===== config.mk =====
export PLATFORM = sky130hd
export DESIGN_NAME = irq_controller
export DESIGN_NICKNAME = d
export VERILOG_FILES = /design/src/rtl/irq_controller.sv
export SDC_FILE = /design/constraint.sdc
export NUM_CORES = 1
export LEC_CHECK = 0
export CORE_MARGIN = 2
export CORE_UTILIZATION = 50
export CTS_CLUSTER_SIZE = 20
export DETAILED_ROUTE_END_ITERATION = 10
export HOLD_SLACK_MARGIN = 0.08
export PLACE_DENSITY = 0.95
export SYNTH_ARGS = -nofsm -noshare
export SYNTH_HDL_FRONTEND = slang
export SYNTH_SLANG_ARGS = --single-unit

===== constraint.sdc =====
create_clock -name clk -period 4.9 [get_ports clk]
set_input_delay 0.98 -clock clk [delete_from_list [all_inputs] [get_ports clk]]
set_output_delay 0.98 -clock clk [all_outputs]
set_load 0.02 [all_outputs]

===== src/rtl/irq_controller.sv =====
// Machine-level interrupt source/arbiter: CLINT-style mtime/mtimecmp/msip, pending view, fixed-priority request FSM.
// Optional macro IRQ_EXT_SYNC_EN: route ext_irq through a 2-flop synchronizer before the MEIP register.
module irq_controller #(
  parameter int unsigned PRESCALE = 1
) (
  input  logic        clk,
  input  logic        rst,
  input  logic        ext_irq,
  input  logic [63:0] mie,
  input  logic [63:0] mstatus_current,
  input  logic [1:0]  priv_lvl,
  input  logic        trap_taken,
  input  logic        trap_done,
  input  logic        bus_we,
  input  logic        bus_re,
  input  logic [1:0]  bus_addr,
  input  logic [63:0] bus_wdata,
  output logic [63:0] bus_rdata,
  output logic        bus_rvalid,
  output logic        irq_en,
  output logic [3:0]  irq_code,
  output logic [63:0] irq_val,
  output logic [63:0] mip_out
);

  localparam int unsigned CW = (PRESCALE > 1) ? $clog2(PRESCALE) : 1;

  localparam logic [1:0] ADDR_MTIME    = 2'd0;
  localparam logic [1:0] ADDR_MTIMECMP = 2'd1;
  localparam logic [1:0] ADDR_MSIP     = 2'd2;

  localparam logic [3:0] CODE_MSI = 4'd3;
  localparam logic [3:0] CODE_MTI = 4'd7;
  localparam logic [3:0] CODE_MEI = 4'd11;

  typedef enum logic [1:0] {
    IDLE,
    REQ,
    WAIT_RET
  } state_e;

  state_e        state_q, state_d;
  logic [CW-1:0] presc_q, presc_d;
  logic [63:0]   mtime_q, mtime_d;
  logic [63:0]   mtimecmp_q, mtimecmp_d;
  logic          msip_q, msip_d;
  logic          meip_q, mtip_q, msip_pend_q;
  logic          irq_en_q, irq_en_d;
  logic [3:0]    irq_code_q, irq_code_d;
  logic [63:0]   rdata_q, rdata_d;
  logic          rvalid_q;

  logic          tick;
  logic          ext_s;
  logic          ge;
  logic          cand_mei, cand_msi, cand_mti, has_cand;
  logic [3:0]    win_code;

`ifdef IRQ_EXT_SYNC_EN
  logic [1:0] ext_sync_q;

  always_ff @(posedge clk) begin
    if (rst) ext_sync_q <= 2'b00;
    else     ext_sync_q <= {ext_sync_q[0], ext_irq};
  end

  assign ext_s = ext_sync_q[1];
`else
  assign ext_s = ext_irq;
`endif

  // Timer and register-port next state; a bus write to mtime overrides that cycle's increment.
  always_comb begin
    // NOTE: every always_comb output gets a default first so no path can leave it unassigned (no latch).
    presc_d    = presc_q;
    mtime_d    = mtime_q;
    mtimecmp_d = mtimecmp_q;
    msip_d     = msip_q;
    rdata_d    = rdata_q;

    tick    = (presc_q == CW'(PRESCALE - 1));
    presc_d = tick ? '0 : presc_q + CW'(1);
    if (tick) mtime_d = mtime_q + 64'd1;

    if (bus_we) begin
      unique case (bus_addr)
        ADDR_MTIME:    mtime_d    = bus_wdata;
        ADDR_MTIMECMP: mtimecmp_d = bus_wdata;
        ADDR_MSIP:     msip_d     = bus_wdata[0];
        default:       ;
      endcase
    end

    // Reads sample the registers before this cycle's write lands.
    if (bus_re) begin
      unique case (bus_addr)
        ADDR_MTIME:    rdata_d = mtime_q;
        ADDR_MTIMECMP: rdata_d = mtimecmp_q;
        ADDR_MSIP:     rdata_d = {63'd0, msip_q};
        default:       rdata_d = 64'd0;
      endcase
    end
  end

  assign ge       = mstatus_current[3] | (priv_lvl != 2'b11);
  assign cand_mei = meip_q      & mie[11];
  assign cand_msi = msip_pend_q & mie[3];
  assign cand_mti = mtip_q      & mie[7];
  assign has_cand = ge & (cand_mei | cand_msi | cand_mti);
  assign win_code = cand_mei ? CODE_MEI : (cand_msi ? CODE_MSI : CODE_MTI);

  always_comb begin
    state_d    = state_q;
    irq_en_d   = 1'b0;
    irq_code_d = irq_code_q;
    unique case (state_q)
      IDLE: begin
        if (has_cand) begin
          state_d    = REQ;
          irq_en_d   = 1'b1;
          irq_code_d = win_code;
        end
      end
      REQ: begin
        // Acknowledge beats a candidate that vanished in the same cycle.
        if (trap_taken) begin
          state_d = WAIT_RET;
        end else if (!has_cand) begin
          state_d = IDLE;
        end else begin
          irq_en_d   = 1'b1;
          irq_code_d = win_code;
        end
      end
      WAIT_RET: begin
        if (trap_done) state_d = IDLE;
      end
      default: state_d = IDLE;
    endcase
  end

  always_ff @(posedge clk) begin
    // NOTE: sequential state uses non-blocking assignments so every register samples pre-edge values.
    if (rst) begin
      state_q     <= IDLE;
      presc_q     <= '0;
      mtime_q     <= 64'd0;
      mtimecmp_q  <= 64'hFFFF_FFFF_FFFF_FFFF;
      msip_q      <= 1'b0;
      meip_q      <= 1'b0;
      mtip_q      <= 1'b0;
      msip_pend_q <= 1'b0;
      irq_en_q    <= 1'b0;
      irq_code_q  <= 4'd0;
      rdata_q     <= 64'd0;
      rvalid_q    <= 1'b0;
    end else begin
      state_q     <= state_d;
      presc_q     <= presc_d;
      mtime_q     <= mtime_d;
      mtimecmp_q  <= mtimecmp_d;
      msip_q      <= msip_d;
      meip_q      <= ext_s;
      mtip_q      <= (mtime_q >= mtimecmp_q);
      msip_pend_q <= msip_q;
      irq_en_q    <= irq_en_d;
      irq_code_q  <= irq_code_d;
      rdata_q     <= rdata_d;
      rvalid_q    <= bus_re;
    end
  end

  assign bus_rdata  = rdata_q;
  assign bus_rvalid = rvalid_q;
  assign irq_en     = irq_en_q;
  assign irq_code   = irq_code_q;
  assign irq_val    = 64'd0;
  assign mip_out    = {52'd0, meip_q, 3'd0, mtip_q, 3'd0, msip_pend_q, 3'd0};

  logic unused_inputs;
  assign unused_inputs = ^{mie[63:12], mie[10:8], mie[6:4], mie[2:0],
                           mstatus_current[63:4], mstatus_current[2:0]};

endmodule


==> results.sh <==
export IMPL_status="completed"
export IMPL_cts_sinks=204
export IMPL_p_leak_uw=0.00568
export IMPL_synthCells=1409
export IMPL_peakVddDrop_uv=234
export IMPL_slew_violations=0
export IMPL_clkSlewWorstSetupHoldPaths_ns=0.06
export IMPL_path_max_fanout=11
export IMPL_regArea_sq_um=4080
export IMPL_fin_crit_sh=0.603
export IMPL_die_y_um=156
export IMPL_worstSetupPathType="reg2reg"
export IMPL_setup_viol=0
export IMPL_whs_endpoint="msip_pend_q"
export IMPL_avgSynthCellArea_sq_um=8.18
export IMPL_cp_cell_sequence="nand3_1, or3_1, or4_1, or4_4, or4_1, a31oi_1"
export IMPL_r2r_start="mtime_q[31]"
export IMPL_cp_common_cell="or4_1"
export IMPL_syn_to_final_growth_pct=17.2
export IMPL_cp_start_kind="register"
export IMPL_vias=10110
export IMPL_die_width_um=156
export IMPL_grt_pass1_vias=9827
export IMPL_ff2ff_path_depth=6
export IMPL_cts_root_buf="clkbuf_16"
export IMPL_routed_wirelength_um=29900
export IMPL_max_freq_mhz=339
export IMPL_rsz0062_at_grt="false"
export IMPL_worstMarginPinSlew_ns=1.09
export IMPL_async_reset_ff_frac=0
export IMPL_r2r_setup_slack_ns=1.95
export IMPL_hp_class="reg2reg"
export IMPL_fin_nets=1783
export IMPL_drive_gt1_frac=0.0745
export IMPL_drt_iter0_markers=736
export IMPL_clock_path_buffers=3
export IMPL_min_from="msip_q"
export IMPL_ys_ff_latch=204
export IMPL_synth_cell_types=49
export IMPL_tns_ns=0
export IMPL_coreArea_sq_um=22600
export IMPL_stdcell_count=1817
export IMPL_vias_per_cell=5.56
export IMPL_drtAntennaViolNets=0
export IMPL_multi_input_area_sq_um=6350
export IMPL_netlist_area_sq_um=11500
export IMPL_cp_slowest_cell="or3_1"
export IMPL_dpl_hpwl_um=20600
export IMPL_drc=0
export IMPL_port_buffers=151
export IMPL_dieArea_sq_um=24300
export IMPL_clk_latency_ns=0.51
export IMPL_clock_skew_ns=0.0251
export IMPL_fillCellCount=1846
export IMPL_p_per_area_nw_per_um2=312
export IMPL_fin_crit_ns=2.95
export IMPL_grt_pass1_wl_um=48000
export IMPL_boundaryPins=401
export IMPL_rows=55
export IMPL_end_kind="register"
export IMPL_grt_util_all_layers=0.240
export IMPL_cts_buffers=24
export IMPL_final_hold_viol_count=0
export IMPL_synth_ff_type="dfxtp_1"
export IMPL_crit_path_max_incr_delay_ns=0.58
export IMPL_min_path_cells=1
export IMPL_initial_core_util=0.509
export IMPL_grt_start_max_net_pins=129
export IMPL_placed_cells=1774
export IMPL_ctsHoldBuffers=0
export IMPL_grt_overflow=0
export IMPL_synth_warnings=0
export IMPL_cp_data_required_time_ns=5.32
export IMPL_worst_r2r_endpoint="mtime_q[63]"
export IMPL_tritoncts="yes"
export IMPL_cts_resized_gates=0
export IMPL_antenna_found_initial=1
export IMPL_arrival_ns=3.38
export IMPL_htree_levels=1
export IMPL_postCtsSetupBuffers=0
export IMPL_synth_edff_count=0
export IMPL_drv_cap=0
export IMPL_dr_pass1_iters=6
export IMPL_ys_seq_area_frac=0.355
export IMPL_slew_headroom=0.273
export IMPL_wire_per_inst_um=16.5
export IMPL_finalWeightedCongestion=0.885
## synth_stat cells, types with 2 or more instances
cell type,n,area (sq um)
dfxtp_1,204,4080
a21oi_1,131,656
buf_4,129,968
nand2_1,119,447
nor2_1,107,402
inv_1,79,297
o21ai_0,75,375
clkbuf_1,74,278
nor2b_1,70,438
ha_1,65,813
o211ai_1,65,488
mux2_2,53,597
xnor2_1,36,315
nand3_1,29,145
nand4_1,27,169
nor4_1,23,144
a211oi_1,19,143
nor3_1,17,85.1
xor2_1,17,149
or3_1,11,68.8
a31oi_1,7,43.8
mux2i_1,6,60.1
and3_1,5,31.3
a21o_1,4,30.0
or4_1,4,30.0
a311oi_1,3,26.3
and2_1,3,18.8
a2111oi_0,2,17.5
and3b_1,2,17.5
and4_1,2,17.5
buf_1,2,7.51
nor3b_1,2,15.0
## registers in the layout, summed over array words and instances (netlist names)
name and count:
presc_q 1, irq_en 1, mtimecmp_q 64, irq_code 3, msip_pend_q 1, meip_q 1, bus_rdata 64, bus_rvalid 1
mtip_q 1, msip_q 1, state_q 2, mtime_q 64
## stage by stage
step	setup slack, ns	utilization	hold slack, ns	area (sq um)	power, uW
6_report	1.95	0.596	0.505	13500	4210
5_1_grt	1.80	0.596	0.515	13500	4380
4_1_cts	1.88	0.596	0.496	13500	4240
3_5_place_dp	1.69	0.561	0.481	12700	2450
3_3_place_gp	1.77	0.561	0.475	12700	2430
2_1_floorplan	2.34	-	0.460	12000	2310
## routing by layer
layer	track usage	share of wire
met1	0.292	0.40
met2	0.426	0.49
met3	0.0383	0.075
met4	0.0917	0.036
met5	0	0.00043
## power breakdown
group	leakage, uW	switching [uW]	internal, uW
combinational	0.00360	363	249
clock	0.000403	701	1080
sequential	0.00167	73.7	1740
## worst max-delay path by stage
stage | from | end | depth (start not counted)
2_1_floorplan | mtime_q[30] | mtime_q[55] | 8
5_1_grt | mtime_q[31] | mtime_q[63] | 6
4_1_cts | mtime_q[9] | mtip_q | 7
3_5_place_dp | bus_addr[1] | bus_rdata[42] | 5
3_3_place_gp | bus_addr[1] | bus_rdata[34] | 5
6_report | mtime_q[31] | mtime_q[63] | 6
## cell type report
type,count,area share
Clock buffer,34,0.0540
Tap cell,285,0.0264
Inverter,79,0.0220
Multi-Input combinational cell,1044,0.471
Sequential cell,204,0.303
Antenna cell,1,0.000185
Timing Repair Buffer,162,0.119
Clock inverter,8,0.00538
## critical path: cells and delay by family (launching register included)
kind / cells / cell delay, ns
DFF: 1 / 0.45
and+or+nand+nor: 5 / 2.26
AOI/OAI and AO/OA: 1 / 0.16
## kinds of logic after synthesis
group,after synthesis,share of synthesized area
and+or+nand+nor,426,0.180
DFF,204,0.355
xor gates and xnor gates,53,0.0403
other,1,0.000326
AOI/OAI and AO/OA,315,0.161
adders and majority gates,65,0.0706
buffers and inverters,286,0.136
muxes,59,0.0570
## layout by cell type, fill, tap and decap left out, drive strengths merged, types with 2 or more instances in the layout
cell type,instances
mux2i,6
inv,79
and3,5
nand4,28
a311oi,3
and4,2
ha,65
mux2,53
o21ai,75
nand2,119
nor4,23
nand3,29
nor2b,70
a2111oi,2
a31oi,7
a211oi,19
clkbuf,34
xor2,17
clkinv,7
or4,5
clkdlybuf4s50,148
nor2,107
nor3,17
dfxtp,204
and2,3
xnor2,36
buf,14
o211ai,65
or3,11
nor3b,2
a21oi,131
conb,126
and3b,2
a21o,4
No activity file was read; power rests on OpenSTA's default activity.
